<file path="src/rtl/chan_readout_sched_if.sv">
`timescale 1ns/1ps
// Stream link from the readout scheduler toward frame_header.
// Latency: none, plain wires.
// Backpressure: master holds data/vld until vld&rdy.
// Signals: data (32b word), vld (word present), rdy (sink accepts).
interface chan_readout_sched_if;
    logic [31:0] data;
    logic        vld;
    logic        rdy;

    modport master (output data, output vld, input rdy);
    modport slave  (input data, input vld, output rdy);
endinterface

</file>
<file path="src/rtl/chan_readout_sched.sv">
`timescale 1ns/1ps
// Readout scheduler: walks enabled channels 0..3, emits header + buffer words per channel.
// Latency: i_start at edge T -> header valid at T+2; data streams 1 word/clk after header.
// Backpressure: strm.rdy stalls the stream; read-ahead + 2-entry skid never drops/repeats.
// Ports: clk, rst (sync, active-high); i_start/i_vchn/i_ch_en/i_len_0..3 frame request;
//        i_rd_data_0..3, o_rd_vchn, o_rd_addr buffer read port (1-clk read latency);
//        strm (master) output stream; o_busy, o_done, o_overrun, o_frame_words status.
// Optional: define SCHED_TRAILER_EN to append an XOR trailer word after the last channel.
module chan_readout_sched #(
    parameter int         ADDR_W  = 8,
    parameter logic [7:0] HDR_TAG = 8'hA5
) (
    input  logic                 clk,
    input  logic                 rst,
    input  logic                 i_start,
    input  logic [1:0]           i_vchn,
    input  logic [3:0]           i_ch_en,
    input  logic [7:0]           i_len_0,
    input  logic [7:0]           i_len_1,
    input  logic [7:0]           i_len_2,
    input  logic [7:0]           i_len_3,
    input  logic [31:0]          i_rd_data_0,
    input  logic [31:0]          i_rd_data_1,
    input  logic [31:0]          i_rd_data_2,
    input  logic [31:0]          i_rd_data_3,
    output logic [1:0]           o_rd_vchn,
    output logic [ADDR_W-1:0]    o_rd_addr,
    chan_readout_sched_if.master strm,
    output logic                 o_busy,
    output logic                 o_done,
    output logic                 o_overrun,
    output logic [15:0]          o_frame_words
);
    localparam int CNT_W   = ADDR_W + 1;
    localparam int MAX_LEN = 1 << ADDR_W;

    typedef enum logic [2:0] {
        S_IDLE,
        S_SEL,
        S_HDR,
        S_DATA,
`ifdef SCHED_TRAILER_EN
        S_TRL,
`endif
        S_END
    } state_t;

    function automatic logic [CNT_W-1:0] clamp_len(input logic [7:0] len);
        if (int'(len) > MAX_LEN) return CNT_W'(MAX_LEN);
        return CNT_W'(len);
    endfunction

    state_t             state_q, state_d;
    logic [2:0]         ch_q, ch_d;          // 3 bits so "past channel 3" is representable
    logic [1:0]         vchn_q;
    logic [3:0]         mask_q;
    logic [CNT_W-1:0]   len_q [4];
    logic [ADDR_W-1:0]  rd_addr_q, rd_addr_d;
    logic [CNT_W-1:0]   iss_q, iss_d;        // reads issued in this channel
    logic [CNT_W-1:0]   popd_q, popd_d;      // words accepted in this channel
    logic               pend_q, pend_d;      // read issued last clk, data on i_rd_data now
    logic [31:0]        skid_q [2];
    logic               wr_ptr_q, rd_ptr_q;
    logic [1:0]         cnt_q;
    logic [15:0]        fw_q;
    logic               ovr_q;
`ifdef SCHED_TRAILER_EN
    logic [31:0]        xor_q;
`endif

    logic               vld_c, done_c, push_c, pop_c, skid_pop_c, found, accept_c;
    logic [31:0]        data_c, rd_sel, hdr_word;
    logic [CNT_W-1:0]   cur_len;
    int                 occ;

    assign cur_len  = len_q[ch_q[1:0]];
    assign hdr_word = {HDR_TAG, ch_q[1:0], vchn_q, 4'b0, 8'b0, 8'(cur_len)};

    always_comb begin
        case (ch_q[1:0])
            2'd0:    rd_sel = i_rd_data_0;
            2'd1:    rd_sel = i_rd_data_1;
            2'd2:    rd_sel = i_rd_data_2;
            default: rd_sel = i_rd_data_3;
        endcase
    end

    always_comb begin
        state_d   = state_q;
        ch_d      = ch_q;
        rd_addr_d = rd_addr_q;
        iss_d     = iss_q;
        popd_d    = popd_q;
        pend_d    = 1'b0;
        vld_c     = 1'b0;
        data_c    = '0;
        done_c    = 1'b0;
        push_c    = 1'b0;
        pop_c     = 1'b0;
        found     = 1'b0;
        occ       = 0;
        case (state_q)
            S_IDLE: begin
                if (i_start) begin
                    state_d = S_SEL;
                    ch_d    = '0;
                end
            end
            S_SEL: begin
                rd_addr_d = '0;
                iss_d     = '0;
                popd_d    = '0;
                for (int i = 0; i < 4; i++) begin
                    if (!found && i >= int'(ch_q) && mask_q[i]) begin
                        found = 1'b1;
                        ch_d  = 3'(i);
                    end
                end
`ifdef SCHED_TRAILER_EN
                state_d = found ? S_HDR : S_TRL;
`else
                state_d = found ? S_HDR : S_END;
`endif
            end
            S_HDR: begin
                vld_c  = 1'b1;
                data_c = hdr_word;
                if (strm.rdy) begin
                    if (cur_len == '0) begin
                        ch_d    = ch_q + 3'd1;
                        state_d = S_SEL;
                    end else begin
                        // address 0 is on the bus during HDR: its data lands in the
                        // first DATA cycle, so word 0 follows the header with no bubble
                        state_d = S_DATA;
                        pend_d  = 1'b1;
                        iss_d   = CNT_W'(1);
                        if (cur_len > CNT_W'(1)) rd_addr_d = ADDR_W'(1);
                    end
                end
            end
            S_DATA: begin
                // skid head first; otherwise bypass the RAM word arriving this clk
                vld_c  = (cnt_q != 2'd0) || pend_q;
                data_c = (cnt_q != 2'd0) ? skid_q[rd_ptr_q] : rd_sel;
                pop_c  = vld_c && strm.rdy;
                push_c = pend_q && !((cnt_q == 2'd0) && pop_c);
                // issue another read only if the skid can absorb it next clk
                occ = int'(cnt_q) + int'(pend_q) - int'(pop_c);
                if ((iss_q < cur_len) && (occ < 2)) begin
                    pend_d = 1'b1;
                    iss_d  = iss_q + CNT_W'(1);
                    // hold the address on the last word so it never wraps
                    if (iss_q + CNT_W'(1) < cur_len) rd_addr_d = rd_addr_q + ADDR_W'(1);
                end
                if (pop_c) begin
                    popd_d = popd_q + CNT_W'(1);
                    if (popd_q + CNT_W'(1) == cur_len) begin
                        state_d   = S_SEL;
                        ch_d      = ch_q + 3'd1;
                        rd_addr_d = '0;
                        iss_d     = '0;
                        popd_d    = '0;
                    end
                end
            end
`ifdef SCHED_TRAILER_EN
            S_TRL: begin
                vld_c  = 1'b1;
                data_c = xor_q;
                if (strm.rdy) state_d = S_END;
            end
`endif
            S_END: begin
                done_c  = 1'b1;
                state_d = S_IDLE;
            end
            default: state_d = S_IDLE;
        endcase
    end

    assign skid_pop_c = pop_c && (cnt_q != 2'd0);
    assign accept_c   = vld_c && strm.rdy;

    always_ff @(posedge clk) begin
        if (rst) begin
            state_q   <= S_IDLE;
            ch_q      <= '0;
            vchn_q    <= '0;
            mask_q    <= '0;
            for (int i = 0; i < 4; i++) len_q[i] <= '0;
            rd_addr_q <= '0;
            iss_q     <= '0;
            popd_q    <= '0;
            pend_q    <= 1'b0;
            wr_ptr_q  <= 1'b0;
            rd_ptr_q  <= 1'b0;
            cnt_q     <= '0;
            fw_q      <= '0;
            ovr_q     <= 1'b0;
`ifdef SCHED_TRAILER_EN
            xor_q     <= '0;
`endif
        end else begin
            state_q   <= state_d;
            ch_q      <= ch_d;
            rd_addr_q <= rd_addr_d;
            iss_q     <= iss_d;
            popd_q    <= popd_d;
            pend_q    <= pend_d;
            ovr_q     <= i_start && (state_q != S_IDLE);
            if (state_q == S_IDLE && i_start) begin
                vchn_q   <= i_vchn;
                mask_q   <= i_ch_en;
                len_q[0] <= clamp_len(i_len_0);
                len_q[1] <= clamp_len(i_len_1);
                len_q[2] <= clamp_len(i_len_2);
                len_q[3] <= clamp_len(i_len_3);
                fw_q     <= '0;
`ifdef SCHED_TRAILER_EN
                xor_q    <= '0;
`endif
            end else if (accept_c) begin
                if (fw_q != 16'hFFFF) fw_q <= fw_q + 16'd1;
`ifdef SCHED_TRAILER_EN
                xor_q <= xor_q ^ data_c;
`endif
            end
            if (push_c) begin
                skid_q[wr_ptr_q] <= rd_sel;
                wr_ptr_q         <= ~wr_ptr_q;
            end
            if (skid_pop_c) rd_ptr_q <= ~rd_ptr_q;
            cnt_q <= cnt_q + {1'b0, push_c} - {1'b0, skid_pop_c};
        end
    end

    assign strm.data     = data_c;
    assign strm.vld      = vld_c;
    assign o_rd_vchn     = vchn_q;
    assign o_rd_addr     = rd_addr_q;
    assign o_busy        = (state_q != S_IDLE);
    assign o_done        = done_c;
    assign o_overrun     = ovr_q;
    assign o_frame_words = fw_q;
endmodule
</file>
<file path="src/flat_wrapper.sv">
// flat-port wrapper written by rule: the top's interface ports become plain ports
module chan_readout_sched_flat 
#(
    parameter int         ADDR_W  = 8,
    parameter logic [7:0] HDR_TAG = 8'hA5
)
  (clk, rst, i_start, i_vchn, i_ch_en, i_len_0, i_len_1, i_len_2, i_len_3, i_rd_data_0, i_rd_data_1, i_rd_data_2, i_rd_data_3, o_rd_vchn, o_rd_addr, o_busy, o_done, o_overrun, o_frame_words, strm_data, strm_vld, strm_rdy);
  chan_readout_sched_if strm_i ();
  input  logic clk;
  input  logic rst;
  input  logic i_start;
  input  logic [1:0] i_vchn;
  input  logic [3:0] i_ch_en;
  input  logic [7:0] i_len_0;
  input  logic [7:0] i_len_1;
  input  logic [7:0] i_len_2;
  input  logic [7:0] i_len_3;
  input  logic [31:0] i_rd_data_0;
  input  logic [31:0] i_rd_data_1;
  input  logic [31:0] i_rd_data_2;
  input  logic [31:0] i_rd_data_3;
  output logic [1:0] o_rd_vchn;
  output logic [ADDR_W-1:0] o_rd_addr;
  output logic o_busy;
  output logic o_done;
  output logic o_overrun;
  output logic [15:0] o_frame_words;
  output wire logic [$bits(strm_i.data)-1:0] strm_data;
  output wire logic [$bits(strm_i.vld)-1:0] strm_vld;
  input wire logic [$bits(strm_i.rdy)-1:0] strm_rdy;
  assign strm_data = strm_i.data;
  assign strm_vld = strm_i.vld;
  assign strm_i.rdy = strm_rdy;
  chan_readout_sched #(.ADDR_W(ADDR_W), .HDR_TAG(HDR_TAG)) u_core (.clk(clk), .rst(rst), .i_start(i_start), .i_vchn(i_vchn), .i_ch_en(i_ch_en), .i_len_0(i_len_0), .i_len_1(i_len_1), .i_len_2(i_len_2), .i_len_3(i_len_3), .i_rd_data_0(i_rd_data_0), .i_rd_data_1(i_rd_data_1), .i_rd_data_2(i_rd_data_2), .i_rd_data_3(i_rd_data_3), .o_rd_vchn(o_rd_vchn), .o_rd_addr(o_rd_addr), .strm(strm_i), .o_busy(o_busy), .o_done(o_done), .o_overrun(o_overrun), .o_frame_words(o_frame_words));
endmodule
</file>
<file path="config.mk">
export PLATFORM = sky130hd
export DESIGN_NAME = chan_readout_sched_flat
export DESIGN_NICKNAME = d
export VERILOG_FILES = /design/src/rtl/chan_readout_sched_if.sv /design/src/rtl/chan_readout_sched.sv /design/src/flat_wrapper.sv
export SDC_FILE = /design/constraint.sdc
export NUM_CORES = 1
export LEC_CHECK = 0
export CAP_MARGIN = 10
export CORE_MARGIN = 2
export CORE_UTILIZATION = 54
export CTS_CLUSTER_SIZE = 12
export DETAILED_ROUTE_END_ITERATION = 10
export GPL_TIMING_DRIVEN = 0
export PLACE_DENSITY = 0.87
export SYNTH_ARGS = -nofsm -noshare
export SYNTH_HDL_FRONTEND = slang
export SYNTH_SLANG_ARGS = --single-unit
</file>
<file path="constraint.sdc">
create_clock -name clk -period 6.95 [get_ports clk]
set_input_delay 1.39 -clock clk [delete_from_list [all_inputs] [get_ports clk]]
set_output_delay 1.39 -clock clk [all_outputs]
set_load 0.01 [all_outputs]
</file>
### Yosys cells after proc, flatten, opt, wreduce, memory -nomap -nowiden

Memories as Yosys holds them, arrays and structs flattened. A register that Yosys moved wholly into a read port is not among the register bits.
Index checks and enable logic that the tools add are counted.

* bits of input ports: 170
* bits in writable memories: 96
* output and inout port bits: 62
* memories: 2
* logic and storage cells: 159
* flip-flop bits (word level): 60

* equality and inequality tests: 16
* reduce and logical (&&, ||, !) cells: 36
* muxes and demuxes: 69
* magnitude comparators: 8
* bitwise gates (word level): 6
* add/subtract/negate cells: 9

Memories
* u_core.skid_q: depth 2, width 32, rd ports 1, clocked after Yosys merged registers in 1, wr ports 1, line chan_readout_sched.sv:62 `logic [31:0] skid_q [2];`
* u_core.len_q: depth 4, width 8, rd ports 1, clocked after Yosys merged registers in 1, wr ports 4, line chan_readout_sched.sv:57 `logic [CNT_W-1:0] len_q [4];`

Operator list (number)
* $pmux W32 S3: 1
* $mux W8: 11
* $pmux W32 S2: 1
* $mux W9: 7
* $mux W3: 14
* $lt A32 B3 Y1 const B: 1
* $mux W32: 1
* $sub A32 B2 Y32: 1
* $pmux W9 S3: 1
* $mux W1: 24
* $pmux W3 S4: 2
* $pmux W8 S3: 1
* $add A9 B1 Y9 const B: 2
* $lt A9 B9 Y1: 2
* $pmux W9 S2: 1
* $add A16 B1 Y16 const B: 1
* $ne A16 B16 Y1 const B: 1
* $logic_and A1 B1 Y1: 15
* $eq A9 B9 Y1: 1
* $gt A9 B1 Y1 const B: 1
* $logic_not A9 Y1: 1
* $add A8 B1 Y8 const B: 1
* $ne A2 B1 Y1 const B: 4
* $reduce_and A4 Y1: 2
* other kinds (28): 47

### Depth between registers and ports, before layout

* word-level depth: 21
* gate-level depth with buffers: 14
* gate-level depth less buffers: 13

### Least setup slack after synthesis

OpenSTA, ideal clock, no wires.

* path kind: input -> register
* from: in strm_rdy
* to: mem u_core.skid_q[1][0] (enable)
* path buffers: 1
* stages: 4
* data arrival time: 4.301 ns
* slack: 2.181 ns
* required time: 6.482 ns
* setup time: 0.468 ns
* cell sequence: clkbuf_1 inv_1 o211ai_1 nor3b_1

* word-level cells in the longest chain between the ends: 8

RTL lines
* start, declared: line flat_wrapper.sv:30 `input wire logic [$bits(strm_i.rdy)-1:0] strm_rdy;`
* $logic_and A1 B1 Y1: line chan_readout_sched.sv:146 `pop_c = vld_c && strm.rdy;`
* $logic_and A1 B1 Y1: line chan_readout_sched.sv:147 `push_c = pend_q && !((cnt_q == 2'd0) && pop_c);`
* $logic_not A1 Y1: line chan_readout_sched.sv:147
* $logic_and A1 B1 Y1: line chan_readout_sched.sv:147
* $mux W1: line chan_readout_sched.sv:102 `case (state_q)`
* $mux W1: line chan_readout_sched.sv:229 `if (push_c) begin`
* $mux W1: line chan_readout_sched.sv:186 `if (rst) begin`
* $mux W1 (implied by the code): line chan_readout_sched.sv:230 `skid_q[wr_ptr_q] <= rd_sel;`
* end, declared: line chan_readout_sched.sv:62

No other way between the ends.

### Worst setup path after layout

* from: reg u_core.ch_q[0]
* to: out strm_data[20]

* word-level cells in the longest chain between the ends: 4
* elaborated cells on any way between the ends: 6
* classes of those cells: eq/ne: 2; mux: 3; reduce/logical: 1

RTL lines
* start, declared: line chan_readout_sched.sv:54 `logic [2:0] ch_q, ch_d; // 3 bits so "past channel 3" is representable`
* start signal, assigned: line chan_readout_sched.sv:206 `ch_q <= ch_d;`
* $eq A2 B2 Y1, or another cell as far along: line chan_readout_sched.sv:80 `case (ch_q[1:0])`
* $pmux W32 S3 *: line chan_readout_sched.sv:80
* net u_core.rd_sel[20]: line chan_readout_sched.sv:72 `logic [31:0] data_c, rd_sel, hdr_word;`
* $mux W32 *: line chan_readout_sched.sv:145 `data_c = (cnt_q != 2'd0) ? skid_q[rd_ptr_q] : rd_sel;`
* $pmux W32 S2 *: line chan_readout_sched.sv:102
* end, declared: line flat_wrapper.sv:28 `output wire logic [$bits(strm_i.data)-1:0] strm_data;`

The timed path passes the listed nets; every way through them passes the cells marked *.

==> run metrics <==
post-CTS setup buffers 0; clk_skew roughly 0.010 ns; DR vias/cell 6.05; Cell Area, Synth approximately 8900 um^2; first-pass GRT wire length 41600 um; Pre-antenna DRT Iters 8; # nets final 1308; Syn Nets about 1100; Placed Cells incl. Taps between 1000 and 1500; Ys Warns 0; Rows 46; status finished, final reports clean; fin crit period about 5.1 ns; maximum VDD drop between 0.15 and 0.2 mV; pin slew with the least headroom to its limit roughly 1.2 ns; Final Wtd Congestion a little over 0.9; CORE AREA ~16000 um^2; synthesized flop and latch total 159; clock sinks 159; DPL Wire Length 19400 um; Mean Syn Cell Area around 10 um^2; Netlist cell types 71; total number of vias ~8100; CTS tree built; CP required ~5.6 ns; Area Growth Syn to Fin 36.0%; Final setup viols 0; asr flop ratio synth 0%; Power Internal ~0.0018 W; All-Layer GR Usage approximately 30%; die area 17600 um^2; Clock Power Share between 30% and 40%; Setup TNS Final 0 ns; CTS Buf Count 17; Critical Path Start Type flop; number of H-tree levels 4; CTS Buffer Depth 2; layout cells sized above 1 approximately 5.8%; hold_buf cts 0; Gate power share between 20% and 30%; die span in x between 100 and 150 um; Clock transition at path regs around 0.070 ns; Syn Inst Count around 850; First DRT Iteration DRCs just under 900; Overall Power 0.00254 W; number of flops mapped to enable cells by yosys 96; Hold Fails Final Rpt 0; clk root buf clkbuf_16; critical path peak fanout 10; DRC 0; CP Class reg -> out; final setup margin 1.86 ns; leak pwr 4.34 nW; initial antenna violation count 1; maximum number of pins on one net before global-route repair 42; relative slew slack between 20% and 30%; final period utilization approximately three quarters; switching part of the total approximately 29%; fmax ~200 MHz; power per standard cell area 210 nW/um^2; pre-CTS WS ~2.1 ns; RSZ-0062 raised after global routing no; reg2reg setup slack between 3 and 4 ns; Final Max Slew Viols 0; CP endpoint kind primary output; Routed Antenna Nets 0; Clk Latency, worst-skew pair 0.43 ns; average wire per standard cell 19.9 um; initial core utilization between 50% and 60%; dominant synthesized flop cell edfxtp_1; final WL ~27000 um; total grt overflow 0; Non-Filler Instances 1336; # IOs between 200 and 250; Hold WC Path Type reg -> reg; total of max-cap violations 0; power share of the sequential group 42.2%; cts repair resizes 0; Port Buf Inserts 230; WP data arrival about 3.7 ns; Psw 0.000743 W; vias in the first global route around 8000; filler instances roughly 1100; Seq/Total Area, Yosys between 40% and 50%; Die Ht between 100 and 150 um
[Yosys cell counts, types with 3 or more instances]
master    count  share of area (%)
nand3b_1      5               0.42
o211ai_1     15                1.3
o21a_1        3               0.25
and2_1       35                2.5
xnor2_1      27                2.7
nor2b_1       6               0.42
mux4_2        8                2.0
a311oi_1      3               0.29
and3_1        6               0.42
a21oi_1      28                1.6
nor2_1       65                2.7
mux2i_1      67                7.5
clkbuf_1     39                1.6
buf_1         7               0.29
inv_1        61                2.6
a222oi_1     32                3.6
o21ai_0      18                1.0
a21o_1        3               0.25
nand3_1      16               0.90
nand4_1      13               0.91
ha_1         31                4.3
nand2_1      52                2.2
xor2_1       18                1.8
a32oi_1       3               0.29
a22o_1        7               0.69
nor4_1       10               0.70
nor3b_1       7               0.59
dfxtp_1      63                 14
edfxtp_1     96                 32
nor3_1       30                1.7
a211oi_1     28                2.4
a31oi_1       4               0.28
[cell type report]
| cell class | count | area, um^2 | share of cell area (%) |
|---|---|---|---|
| sequential | 159 | 4140 | 34.2 |
| antenna | 1 | 2.50 | 0.0206 |
| clock buffer | 19 | 464 | 3.83 |
| multi-input combinational | 582 | 4360 | 35.9 |
| timing repair buffer | 234 | 2350 | 19.3 |
| buffer | 50 | 200 | 1.65 |
| tap | 216 | 270 | 2.23 |
| inverter | 62 | 233 | 1.92 |
| clock inverter | 13 | 114 | 0.938 |
[power by group through the flow]
stage          clock network (W)  logic (W)  registers, W
6_report                0.000911   0.000559       0.00107
2_1_floorplan                  0   0.000319       0.00109
5_1_grt                 0.000958   0.000598       0.00108
4_1_cts                 0.000916   0.000548       0.00107
3_3_place_gp                   0   0.000526       0.00109
3_5_place_dp                   0   0.000542       0.00109
[cells in the final DEF, fill, tap and decap left out, types with 3 or more instances in the layout]
cell / instances
nand3b_1: 5
ha_1: 31
dfxtp_1: 63
nand2_1: 52
mux4_2: 8
a22o_1: 7
o21ai_0: 18
inv_1: 61
a21o_1: 3
nand4_1: 13
nor2_1: 65
a222oi_1: 32
nand3_1: 16
xnor2_1: 27
a311oi_1: 3
a31oi_1: 4
buf_6: 5
clkbuf_1: 38
nor3_1: 29
xor2_1: 18
edfxtp_1: 96
clkdlybuf4s50_1: 230
a32oi_1: 3
nor4_1: 10
nor3b_1: 6
o21a_1: 3
o211ai_1: 15
and3_1: 6
inv_8: 3
and2_1: 35
inv_6: 5
a211oi_1: 28
mux2i_1: 67
clkbuf_16: 18
buf_1: 7
a21oi_1: 28
nor2b_1: 6
[critical path, stage by stage (launching register included)]
cell             delay (ns)
dfxtp_1                0.52
ha_1                   0.20
clkbuf_1               0.28
buf_1                  0.66
mux2i_1                0.38
nor2_1                 0.07
a211oi_1               0.39
a21oi_1                0.07
nor2_1                 0.12
clkdlybuf4s50_1        0.58
[layer usage]
metal	vias to the layer above	part of all wire, %	GRT usage [%]
li1	3694	-	-
met1	3832	38	36.8
met2	480	49	50.5
met3	82	10	7.74
met4	0	3.1	11.8
met5	-	0	0
[worst paths after layout]
check,start,to,depth (start not counted)
worst min register to register,u_core.mask_q[2]$_SDFFE_PP0P_,u_core.mask_q[2]$_SDFFE_PP0P_,1
worst max-delay path,u_core.ch_q[0]$_SDFFE_PP0N_,strm_data[20],9
worst max register to register,flop,u_core.iss_q[6]$_SDFFE_PP0P_,11
worst min-delay path,u_core.mask_q[2]$_SDFFE_PP0P_,u_core.mask_q[2]$_SDFFE_PP0P_,1
[through the flow]
stage          util, %  hold slack (ns)  cell area (um^2)
6_report          75.8            0.512             12100
5_1_grt           75.8            0.530             12100
4_1_cts           75.8            0.513             12100
3_5_place_dp      72.2            0.498             11600
3_3_place_gp      71.8            0.490             11500
2_1_floorplan        -            0.468              8920
[state kept, by name, indices dropped and copies added (netlist names), 4 cells and up, named ones only]
name / count
u_core.o_frame_words: 16
u_core.o_rd_addr: 8
u_core.len_q: 32
u_core.popd_q: 9
u_core.iss_q: 9
u_core.skid_q: 64
u_core.mask_q: 4
[kinds of logic after synthesis]
family,count (synthesis),synth area share (%)
XOR/XNOR,48,5.10
flip-flops,159,46.4
buffers and inverters,112,4.84
AO/OA/AOI/OAI,165,14.3
adder cells (fa/ha/maj),32,4.57
multiplexers,75,9.53
AND/OR/NAND/NOR,262,15.2
Note: power is estimated with default switching activity, not from simulation.
